## src/rtl/mem_port_arbiter.sv

```systemverilog
// mem_port_arbiter: shares one fixed-latency synchronous memory between the core and a debug/loader port
module mem_port_arbiter #(
  parameter int ADDR_W      = 32,
  parameter int DATA_W      = 32,
  parameter int MEM_LATENCY = 1
) (
  input  logic              clk,
  input  logic              reset,
  input  logic              core_req,
  input  logic              core_we,
  input  logic [ADDR_W-1:0] core_addr,
  input  logic [DATA_W-1:0] core_wdata,
  output logic [DATA_W-1:0] core_rdata,
  output logic              core_ack,
  output logic              core_stall,
  input  logic              dbg_req,
  input  logic              dbg_we,
  input  logic [ADDR_W-1:0] dbg_addr,
  input  logic [DATA_W-1:0] dbg_wdata,
  output logic [DATA_W-1:0] dbg_rdata,
  output logic              dbg_ack,
  input  logic              dbg_lock,
  output logic              mem_en,
  output logic              mem_we,
  output logic [ADDR_W-1:0] mem_addr,
  output logic [DATA_W-1:0] mem_wdata,
  input  logic [DATA_W-1:0] mem_rdata,
  output logic              busy
);
  typedef enum logic [1:0] {IDLE, ISSUE, WAIT, RESP} state_t;
  localparam int LW = MEM_LATENCY > 1 ? $clog2(MEM_LATENCY) : 1;
  state_t state, state_nx;
  logic last_owner, owner, cmd_we, core_elig, grant, grant_dbg;
  logic [LW-1:0] lat_cnt;
  // arbitration: dbg always eligible, core only when unlocked; ties go to whoever was not served last (1 = dbg)
  always_comb begin
    core_elig = core_req & ~dbg_lock;
    grant     = core_elig | dbg_req;
    grant_dbg = dbg_req & (~core_elig | ~last_owner);
  end
  // next-state sequencing and state-decoded strobes
  always_comb begin
    state_nx = state;
    unique case (state)
      IDLE:    state_nx = grant ? ISSUE : IDLE;
      ISSUE:   state_nx = WAIT;
      WAIT:    state_nx = lat_cnt == '0 ? RESP : WAIT;
      default: state_nx = IDLE;
    endcase
    mem_en     = state == ISSUE;
    mem_we     = mem_en & cmd_we;
    core_ack   = state == RESP & ~owner;
    dbg_ack    = state == RESP & owner;
    busy       = state != IDLE;
    core_stall = core_req & ~core_ack;
  end
  // state, command latch at grant, latency countdown and read-data capture
  always_ff @(posedge clk) begin
    if (reset) begin
      state      <= IDLE;
      last_owner <= 1'b1;
      owner      <= 1'b0;
      lat_cnt    <= '0;
      cmd_we     <= 1'b0;
      mem_addr   <= '0;
      mem_wdata  <= '0;
      core_rdata <= '0;
      dbg_rdata  <= '0;
    end else begin
      state <= state_nx;
      if (state == IDLE && grant) begin
        owner      <= grant_dbg;
        last_owner <= grant_dbg;
        cmd_we     <= grant_dbg ? dbg_we : core_we;
        mem_addr   <= grant_dbg ? dbg_addr : core_addr;
        mem_wdata  <= grant_dbg ? dbg_wdata : core_wdata;
      end
      if (state == ISSUE) lat_cnt <= LW'(MEM_LATENCY - 1);
      if (state == WAIT && lat_cnt != '0) lat_cnt <= lat_cnt - LW'(1);
      if (state == WAIT && lat_cnt == '0 && owner) dbg_rdata <= mem_rdata;
      if (state == WAIT && lat_cnt == '0 && !owner) core_rdata <= mem_rdata;
    end
  end
endmodule
```

## config.mk

```make
export PLATFORM = sky130hd
export DESIGN_NAME = mem_port_arbiter
export DESIGN_NICKNAME = d
export VERILOG_FILES = /design/src/rtl/mem_port_arbiter.sv
export SDC_FILE = /design/constraint.sdc
export NUM_CORES = 1
export LEC_CHECK = 0
export CORE_ASPECT_RATIO = 2
export CORE_UTILIZATION = 40
export DETAILED_ROUTE_END_ITERATION = 8
export PLACE_DENSITY_LB_ADDON = 0.12
export SETUP_SLACK_MARGIN = 0.3
export SLEW_MARGIN = 0
export SYNTH_ARGS = -nofsm -noshare
export SYNTH_HDL_FRONTEND = slang
export SYNTH_SLANG_ARGS = --single-unit
```

## constraint.sdc

```tcl
create_clock -name clk -period 2.25 [get_ports clk]
set_clock_uncertainty 0.15 [all_clocks]
set_input_delay 0.3375 -clock clk [delete_from_list [all_inputs] [get_ports clk]]
set_output_delay 0.3375 -clock clk [all_outputs]
set_load 0.03 [all_outputs]
```

* Yosys cells after proc, flatten, opt, wreduce, memory -nomap -nowiden *
Index checks and enable logic that the tools add are counted.

cells by class
  bitwise operators = 14
  equal/unequal tests = 3
  add/subtract/negate cells = 1
  multiplexer cells = 8
  reductions and logical operators = 9

operator list
  cell                 count
  $mux 32              2
  $and 1x1->1          6
  $not 1->1            6
  $pmux 2 s3           1
  $logic_and 1x1->1    5
  $mux 1               5
  $eq 2x2->1 const B   2
  $reduce_bool 2->1    2
  $eq 2x1->1 const B   1
  $logic_not 2->1      1
  $or 1x1->1           2
  $logic_not 1->1      1
  $sub 1x1->1 const B  1

word-level totals
  register bits after elaboration = 134
  input bits = 167

* Logic depth before layout (Yosys ltp) *
Gate-level depths: netlist of the first run.

  depth after elaboration = 6
  depth in mapped cells = 8

* Least setup slack after synthesis of the first run *
No wires, ideal clock.

  path type = register -> output
  start point = register state[0]
  end point = output core_stall
  data arrival time = 1296 ps
  stages on the path, launching flop included = 4
  slack = 467 ps
  data required time = 1762 ps
  path through = dfxtp_1 ha_1 nor2b_1 nor2b_1

between the ends
  cells in the longest elaborated chain, start to end = 4

ends and longest elaborated chain
  what                      line  RTL
  start: declaration        32    state_t state, state_nx;
  start signal: assignment  70    state <= state_nx;
  $eq 2x2->1                52    core_ack = state == RESP & ~owner;
  $and 1x1->1               52
  net core_ack              14    output logic core_ack,
  $not 1->1                 55    core_stall = core_req & ~core_ack;
  $and 1x1->1               55
  end: declaration          15    output logic core_stall,

The timed path passes the listed nets, and every way through them passes these cells.

* Worst setup path in the final report of the first run *
  start point = register dbg_rdata[29]
  end point = output dbg_rdata[29]

RTL lines
  what                      line  RTL
  start: declaration        20    output logic [DATA_W-1:0] dbg_rdata,
  start signal: assignment  80    if (state == WAIT && lat_cnt == '0 && owner) dbg_rdata <= mem_rdata;

No word-level cell between the ends.

==> impl_metrics.ini, run 1 <==
[setup_path]
r2r_slack_ns = 0.49
worstSetupPathType = flip-flop to primary output
critPathRequiredTime_ns = 1.76
path_cells = clkdlybuf4s50_1
critical-path-top-delay-family = buffers and inverters
r2r.worst_path.cells = 7
cpPeakStageDelay_ns = 0.68
crit_slowest_cell = clkdlybuf4s50_1
cp_num_buf_inv = 1
worstReg2RegStart = state[0]$_SDFF_PP0_
arrival_ns = 1.44
worst-path-max-fanout = 2
critPathCaptureType = primary output
r2r-end = mem_wdata[31]$_SDFFE_PP0P_
start_kind = flip-flop

[final_layout]
fillCellCount = 1142
regArea_um2 = 2690
multi_input_area_um2 = 2750
synthToLayoutAreaGrowth_pct = 67.1
final_cells = 1158
drive_above_1_share_pct = 16.3
layout.nets = 1128

[clock_network]
clk_pin_slew_ns = 0.06
clockBufferDepth = 2
cts_tree = built
clock_sinks = 134
insertion_delay_ns = 0.40
root_buffer = clkbuf_16
cts_hold_buf = 0
cts-buffers-inserted = 17
ctsHtreeMaxLevel = 4

[status]
status = finished, final reports clean

[grt]
grtUsageTotal_pct = 25.8
met2_usage_pct = 46.9
globalRouteOverflowTotal = 0
grt_max_degree = 99
met1_usage_pct = 26.0
antenna_found_initial = 1
use_met3_pct = 6.68
grt_first_pass_wirelength_mm = 29.5
busiest_layer = met2
grt_pass1_vias = 5850

[synth]
syn_avg_cell_area_um2 = 8.56
ys_top_cells_by_count = nand2_1 (195), dfxtp_1 (134), a21oi_1 (88)
ys_async_sr_fraction_pct = 0
yosysMostFrequentCell = nand2_1
syn-num-nets = 847
synth_edf_count = 0
synth_area_leader_cell = dfxtp_1
synth_area_leaders = dfxtp_1 (46%), nand2_1 (13%), a211oi_2 (11%)
synth_seq_cells = 134
synth.cell_area_um2 = 5780
seq_area_frac_synth_pct = 46.4
synth.distinct_cells = 28
synthFlopType = dfxtp_1
syn_inst = 675
synth_top_cell_area_share_pct = 46.4
yosysWarnings = 0

[routing]
wl_per_cell_um = 17.3
dr.pass1.iters = 4
route.detailed.drc = 0
drt_iter0_drc = 237
num_vias = 5821
ant_nets = 0
routed_wirelength_mm = 20.0
vias_per_cell = 5.03

[sta]
final-hold-violation-count = 0
timing.final.max_slew_violations = 0
fmax_ghz = 0.520
fin_crit_sh_pct = 85.5
slew_headroom_pct = 64.0
setup_violations = 0
rsz0062_at_grt = false
worst_pin_slew_ns = 0.539
finalSetupTns_ns = 0
period_minus_slack_ns = 1.92

[worst_hold_path]
worstHoldPathCells = 2
holdPathEnd = dbg_rdata[15]$_SDFFE_PP0P_
min_from = dbg_rdata[15]$_SDFFE_PP0P_
min_path_type = flip-flop to flip-flop

[flow_run]
maxCapViolCount = 0

[place]
routabilityCongestion = 0.802
hpwl_mm = 14.3
port_buffers = 300
place_inst = 1124

[power_and_ir_drop]
power_w = 0.00916
p_int_w = 0.00592
p_comb_share_pct = 36.8
p_switching_w = 0.00324
p_leak_nw = 4.24
switching_share_pct = 35.4
sequentialPowerShare_pct = 31.9
power_density_nw_per_um2 = 948
pwr-share-clk_pct = 31.3
vdd.ir_drop.worst_v = 0.000640

[floorplanning]
die_h_um = 172
initial_core_util_pct = 41.4
die_w_um = 87.0
io_pins = 301
die-area_um2 = 15000
row_count = 61
core_area_um2 = 14000
==> cells by family (layout without fill, tap and decap cells) <==
logic type	after synthesis	in the layout	share of synthesized area, %
simple gates	279	279	19.0
other cells	0	1	0
compound gates	197	197	27.0
fa+ha+maj	5	5	1.08
flops	134	134	46.4
buf+inv	60	353	6.54
==> sequential cells by signal, summed over array words and instances (netlist names) <==
signal and count:
dbg_rdata 32, mem_addr 32, owner 1, state 2, core_rdata 32, mem_wdata 32, last_owner 1, lat_cnt 1
cmd_we 1
==> cell type report <==
type,count,share of cell area [%]
Timing Repair Buffer,318,34.8
Multi-Input combinational cell,481,28.5
Sequential cell,134,27.8
Clock buffer,18,4.55
Tap cell,189,2.45
Clock inverter,13,1.77
Inverter,4,0.155
Antenna cell,1,0.0259
==> through the flow <==
stage | area (µm²) | util (%) | worst slack (ns) | hold WS (ns)
final | 9660 | 69.1 | 0.326 | 0.301
after global routing | 9660 | 69.1 | 0.300 | 0.319
after CTS | 9480 | 67.9 | 0.300 | 0.305
after detailed placement | 8900 | 63.7 | 0.0660 | 0.296
after global placement | 8900 | 63.7 | 0.0900 | 0.292
after floorplan | 5780 | - | 0.467 | 0.306
==> per-layer routing <==
layer  share of wire [%]  wire length (µm)
met1                  35              7070
met2                  53             10600
met3                 7.0              1400
met4                 4.6               926
met5                   0                 0
==> placed cells by master, fill, tap and decap left out, types with 4 or more instances in the layout <==
cell	count
clkinv_4	4
ha_1	5
nand2_1	194
buf_12	10
a211oi_1	15
dlymetal6s2s_1	43
buf_4	8
a21oi_1	88
inv_1	4
a21oi_2	40
clkdlybuf4s50_1	235
a211oi_2	50
dfxtp_1	132
dlygate4sd2_1	15
clkbuf_16	18
nor2_1	67
==> power groups by stage <==
stage | clock network, W | registers, W | logic (W)
final | 0.00287 | 0.00292 | 0.00337
after global routing | 0.00302 | 0.00296 | 0.00358
after CTS | 0.00293 | 0.00292 | 0.00335
after detailed placement | 0 | 0.00297 | 0.00338
after global placement | 0 | 0.00295 | 0.00330
after floorplan | 0 | 0.00363 | 0.00137
==> worst max path at each step <==
stage	from	end	cells past startpoint
global route	dbg_rdata[4]$_SDFFE_PP0P_	dbg_rdata[4]	1
global placement	core_req	core_stall	3
CTS	dbg_rdata[17]$_SDFFE_PP0P_	dbg_rdata[17]	1
detailed placement	core_req	core_stall	3
floorplan	state[0]$_SDFF_PP0_	core_stall	3
finish	dbg_rdata[29]$_SDFFE_PP0P_	dbg_rdata[29]	1
==> worst register-to-register path, stage by stage (launching register included) <==
cell,delay [ns]
dfxtp_2,0.35
inv_1,0.07
ha_1,0.22
buf_4,0.16
o21ai_4,0.11
buf_12,0.22
a21oi_1,0.12
a211oi_1,0.26
==> repair_timing <==
action | CTS | global route
pin swaps | 0 | 1
gates cloned | 0 | 1
setup endpoints to repair | 21 | 100
hold endpoints to repair | 0 | 0
gates resized for setup | 44 | 49
setup buffers | 0 | 1
(Power assumes the default switching activity.)
==> inputs of run 2 (changes only) <==
--- a/config.mk
+++ b/config.mk
@@ -6,7 +6,7 @@
 export NUM_CORES = 1
 export LEC_CHECK = 0
 export CORE_ASPECT_RATIO = 2
-export CORE_UTILIZATION = 40
+export CORE_UTILIZATION = 36
 export DETAILED_ROUTE_END_ITERATION = 8
 export PLACE_DENSITY_LB_ADDON = 0.12
 export SETUP_SLACK_MARGIN = 0.3
==> constraint.sdc (replaced) <==
create_clock -name clk -period 1.55 [get_ports clk]
set_clock_uncertainty 0.15 [all_clocks]
set_input_delay 0.2325 -clock clk [delete_from_list [all_inputs] [get_ports clk]]
set_output_delay 0.2325 -clock clk [all_outputs]
set_load 0.03 [all_outputs]
==> run 2 against run 1 <==
  * The run now ends with negative setup slack left
  * Combinational power up 100%
  * Hold slack worse by 0.12 ns
  * Critical path depth is 3 higher
  * First-iteration DRC count fell by 15%
  * Worst setup slack lost 0.48 ns
  * Sequential power is 55% higher
  * Global-route usage fell by 2.1 points
  * Clock power rose by 50%
==> impl_metrics.ini, run 2 (same netlist as run 1, synthesis figures left out) <==
[setup_path]
arrival_ns = 1.32
critPathCaptureType = primary output
worstSetupPathType = flip-flop to primary output
start_kind = flip-flop
critPathRequiredTime_ns = 1.17
worst-path-max-fanout = 4
r2r.worst_path.cells = 7

[clock_network]
clock_sinks = 134
cts_tree = built
clk_pin_slew_ns = 0.06
ctsHtreeMaxLevel = 4
insertion_delay_ns = 0.42
root_buffer = clkbuf_16
cts-buffers-inserted = 17
clockBufferDepth = 2

[grt]
antenna_found_initial = 1
grt_max_degree = 44
globalRouteOverflowTotal = 0
grt_pass1_vias = 5885
grt_first_pass_wirelength_mm = 30.4
grtUsageTotal_pct = 23.7

[routing]
wl_per_cell_um = 18.7
vias_per_cell = 5.05
routed_wirelength_mm = 23.6
drt_iter0_drc = 201
num_vias = 6348
route.detailed.drc = 0
ant_nets = 0
dr.pass1.iters = 4

[place]
port_buffers = 300
place_inst = 1150
routabilityCongestion = 0.797
hpwl_mm = 13.4

[sta]
fin_ws_ns = -0.149
period_minus_slack_ns = 1.70
fmax_ghz = 0.589
rsz0062_at_grt = true
finalSetupTns_ns = -7.14
worst_pin_slew_ns = 0.388
timing.final.max_slew_violations = 0
final-hold-violation-count = 0
fin_crit_sh_pct = 110
slew_headroom_pct = 74.1
setup_violations = 127

[final_layout]
layout_common_cells = clkdlybuf4s50_1 (165), nand2_1 (158), buf_6 (133)
synthToLayoutAreaGrowth_pct = 100
layout.nets = 1215
drive_above_1_share_pct = 57.5
layout_commonest_cell = clkdlybuf4s50_1
final_cells = 1258

[floorplanning]
row_count = 65
core_area_um2 = 15700
initial_core_util_pct = 36.8
die-area_um2 = 16600
die_w_um = 91.6
die_h_um = 181
io_pins = 301

[worst_hold_path]
worstHoldPathCells = 3
min_path_type = primary input to flip-flop

[flow_run]
maxCapViolCount = 0

[power_and_ir_drop]
power_density_nw_per_um2 = 1360
vdd.ir_drop.worst_v = 0.000910
p_leak_nw = 4.54

[status]
violations = negative setup slack
status = finished with violations
-- run 2: cell count changes in the layout (fill, tap and decap cells not counted), moves of 15 or more --
cell,before,now
buf_6,0,133
buf_12,10,27
a21oi_1,88,47
clkdlybuf4s50_1,235,165
dfxtp_2,2,126
a21oi_2,40,80
dlymetal6s2s_1,43,0
nand2_2,1,31
buf_4,8,57
nand2_1,194,158
dfxtp_1,132,4
dlygate4sd2_1,15,0
-- run 2: layout make-up --
class / instances / area (µm²)
clock inverters: 13 / 179
repair buffers: 402 / 4570
diodes: 1 / 2.50
fillers: 1169 / 4120
well taps: 201 / 251
multi-input cells: 484 / 3250
inverters: 4 / 20.0
clock buffers: 19 / 443
flip-flops and latches: 134 / 2860
-- run 2: metrics by stage --
stage               hold slack (ns)  power, W  setup slack, ns  instance area (µm²)  util (%)
global route                  0.182    0.0163           -0.191                11600      73.8
detailed placement            0.293   0.00957           -0.383                 9270      59.1
global placement              0.287   0.00953           -0.349                 9270      59.1
CTS                           0.149    0.0144           -0.171                10400      66.5
floorplan                     0.218   0.00760           0.0703                 6060         -
finish                        0.185    0.0157           -0.149                11600      73.8
-- run 2: path summary, 6_finish.rpt --
kind	from	endpoint	slack (ns)
min reg2reg	core_rdata[14]$_SDFFE_PP0P_	core_rdata[14]$_SDFFE_PP0P_	0.31
max	state[0]$_SDFF_PP0_	core_stall	-0.15
max reg2reg	state[1]$_SDFF_PP0_	core_rdata[1]$_SDFFE_PP0P_	-0.13
min	reset	owner$_SDFFE_PP0P_	0.19
-- run 2: metal layers --
| layer | part of all wire [%] | GRT usage (%) |
|---|---|---|
| met1 | 34 | 24.0 |
| met2 | 57 | 44.2 |
| met3 | 5.3 | 6.44 |
| met5 | 0 | 0 |
| met4 | 3.2 | 10.5 |
-- run 2: worst max-delay path, stage by stage, from the launching register on --
cell and delay [ns]:
dfxtp_4 0.37, ha_4 0.15, nor2b_4 0.13, nor2b_2 0.11
buf_6 0.14
-- run 2: power by group --
| group | leakage, nW | switching, W | internal (W) | total [W] |
|---|---|---|---|---|
| registers | 1.15 | 0.000433 | 0.00409 | 0.00453 |
| clock network | 0.303 | 0.00158 | 0.00273 | 0.00431 |
| logic | 3.09 | 0.00348 | 0.00339 | 0.00686 |
| total | 4.54 | 0.00550 | 0.0102 | 0.0157 |
-- run 2: what timing repair did --
| action | CTS | global route |
|---|---|---|
| hold buffers | 2 | 0 |
| pin swaps | 47 | 40 |
| buffers inserted | 9 | 40 |
| resized for setup | 1003 | 111 |
| hold endpoints to repair | 6 | 0 |
| cloned | 3 | 21 |
| setup endpoints to repair | 265 | 267 |
==> inputs of run 3 (changes only) <==
--- a/config.mk
+++ b/config.mk
@@ -8,7 +8,7 @@
 export CORE_ASPECT_RATIO = 2
 export CORE_UTILIZATION = 36
 export DETAILED_ROUTE_END_ITERATION = 8
-export PLACE_DENSITY_LB_ADDON = 0.12
+export PLACE_DENSITY = 0.84
 export SETUP_SLACK_MARGIN = 0.3
 export SLEW_MARGIN = 0
 export SYNTH_ARGS = -nofsm -noshare
==> run 3 against run 2 <==
  * Largest cell class unchanged
  * Worst setup slack worse by 0.0092 ns
  * Non-clock buffer count is 6 higher
  * Fmax is 0.54% lower
  * Sequential cell count stayed put
  * Design area hardly changed
  * Critical path depth stayed put
  * Total power is 1.7% higher
  * The run still ends with negative setup slack left
==> impl_metrics.ini, run 3 (same netlist as run 1, synthesis figures left out) <==
[status]
status = finished with violations
violations = negative setup slack

[setup_path]
start_kind = flip-flop
cpPeakStageDelay_ns = 0.37
critPathRequiredTime_ns = 1.17
path_cells = ha_4 > nor2b_4 > nor2b_2 > buf_6
worst-path-max-fanout = 4
critPathCaptureType = primary output
worstSetupPathType = flip-flop to primary output
arrival_ns = 1.33
crit_slowest_cell = dfxtp_4

[clock_network]
ctsHtreeMaxLevel = 4
clock_sinks = 134
cts_hold_buf = 0
clk_pin_slew_ns = 0.06
cts-buffers-inserted = 17
insertion_delay_ns = 0.41
cts_tree = built
root_buffer = clkbuf_16
clockBufferDepth = 2

[floorplanning]
io_pins = 301
die_h_um = 181
initial_core_util_pct = 36.8
die-area_um2 = 16600
core_area_um2 = 15700
die_w_um = 91.6
row_count = 65

[worst_hold_path]
min_path_type = primary input to flip-flop

[sta]
fmax_ghz = 0.585
worst_pin_slew_ns = 0.481
final-hold-violation-count = 0
fin_ws_ns = -0.158
slew_headroom_pct = 67.9
fin_crit_sh_pct = 110
timing.final.max_slew_violations = 0
rsz0062_at_grt = true
finalHoldWorstSlack_ns = 0.175
period_minus_slack_ns = 1.71
setup_violations = 100

[final_layout]
fillCellCount = 1006
fin_util_pct = 73.7
layout.nets = 1221
layout_commonest_cell = nand2_1
antenna_cells = 0
layout_common_cells = nand2_1 (169), clkdlybuf4s50_1 (163), buf_6 (139)
drive_above_1_share_pct = 56.8
synthToLayoutAreaGrowth_pct = 100
final_area_um2 = 11600

[grt]
globalRouteOverflowTotal = 0
antenna_found_initial = 0
grtUsageTotal_pct = 26.0
grt_first_pass_wirelength_mm = 33.3
grt_max_degree = 33
grt_pass1_vias = 6469

[power_and_ir_drop]
p_switching_w = 0.00546
p_int_w = 0.0105
vdd.ir_drop.worst_v = 0.000830
p_leak_nw = 4.57
sequentialPowerShare_pct = 28.3
pwr-share-clk_pct = 29.3
p_comb_share_pct = 42.4
switching_share_pct = 34.2
power_density_nw_per_um2 = 1380

[routing]
wl_per_cell_um = 18.8
route.detailed.drc = 0
ant_nets = 0
num_vias = 6564
routed_wirelength_mm = 23.8
vias_per_cell = 5.20
drt_iter0_drc = 215
dr.pass1.iters = 4

[flow_run]
maxCapViolCount = 0

[place]
place_area_um2 = 9280
routabilityCongestion = 0.803
hpwl_mm = 14.0
port_buffers = 300
run 3: changes by cell type in the layout (fill, tap and decap cells not counted), moves of 5 or more:
cell	before	now
nand2_2	31	25
buf_16	1	6
nand2_1	158	169
nand2_4	6	1
clkbuf_16	32	26
buf_6	133	139
buf_4	57	64
run 3: worst paths after layout:
check	startpoint	end	slack (ns)	cells past startpoint
worst max-delay path	state[0]$_SDFF_PP0_	core_stall	-0.16	4
worst min-delay path	reset	mem_addr[1]$_SDFFE_PP0P_	0.17	2
worst max register to register	state[1]$_SDFF_PP0_	core_rdata[6]$_SDFFE_PP0P_	-0.16	7
worst min register to register	core_rdata[21]$_SDFFE_PP0P_	core_rdata[21]$_SDFFE_PP0P_	0.30	2
run 3: power by group through the flow:
stage	logic (W)	registers (W)	clock network, W
3_3_place_gp	0.00510	0.00435	0
4_1_cts	0.00599	0.00449	0.00472
6_report	0.00678	0.00451	0.00468
5_1_grt	0.00713	0.00457	0.00488
3_5_place_dp	0.00519	0.00436	0
2_1_floorplan	0.00229	0.00531	0
run 3: final cells by class:
class,count,area (µm²),share of cell area [%]
clock buffers,21,492,4.25
inverters,4,17.5,0.151
multi-input cells,484,3170,27.4
repair buffers,408,4590,39.6
well taps,201,251,2.17
clock inverters,11,193,1.67
flip-flops and latches,134,2860,24.7
run 3: repair_timing:
action	4_1_cts	5_1_grt
setup buffers	22	35
pin swaps	67	25
cloned	9	12
gates resized for setup	1010	95
endpoints found under the setup margin	265	267
run 3: stage by stage:
step | power (W) | setup slack, ns | setup TNS (ns) | std cells
finish | 0.0160 | -0.158 | -3.60 | 1263
global placement | 0.00944 | -0.363 | -20.04 | 1153
detailed placement | 0.00955 | -0.404 | -23.52 | 1153
global route | 0.0166 | -0.239 | -12.82 | 1263
floorplan | 0.00760 | 0.0703 | 0 | 675
CTS | 0.0152 | -0.181 | -5.37 | 1216
run 3: worst max-delay path: cells and delay by family (launching register included):
family | cells | cell delay, ns
DFF | 1 | 0.37
and+or+nand+nor | 2 | 0.25
adders and majority gates | 1 | 0.16
buffers and inverters | 1 | 0.14
run 3: routing by layer:
metal / routed length, µm / track usage (%) / up-vias
li1: - / - / 3027
met5: 0 / 0 / -
met3: 1400 / 6.40 / 83
met1: 7920 / 25.2 / 3166
met4: 1360 / 17.0 / 0
met2: 13100 / 47.7 / 288
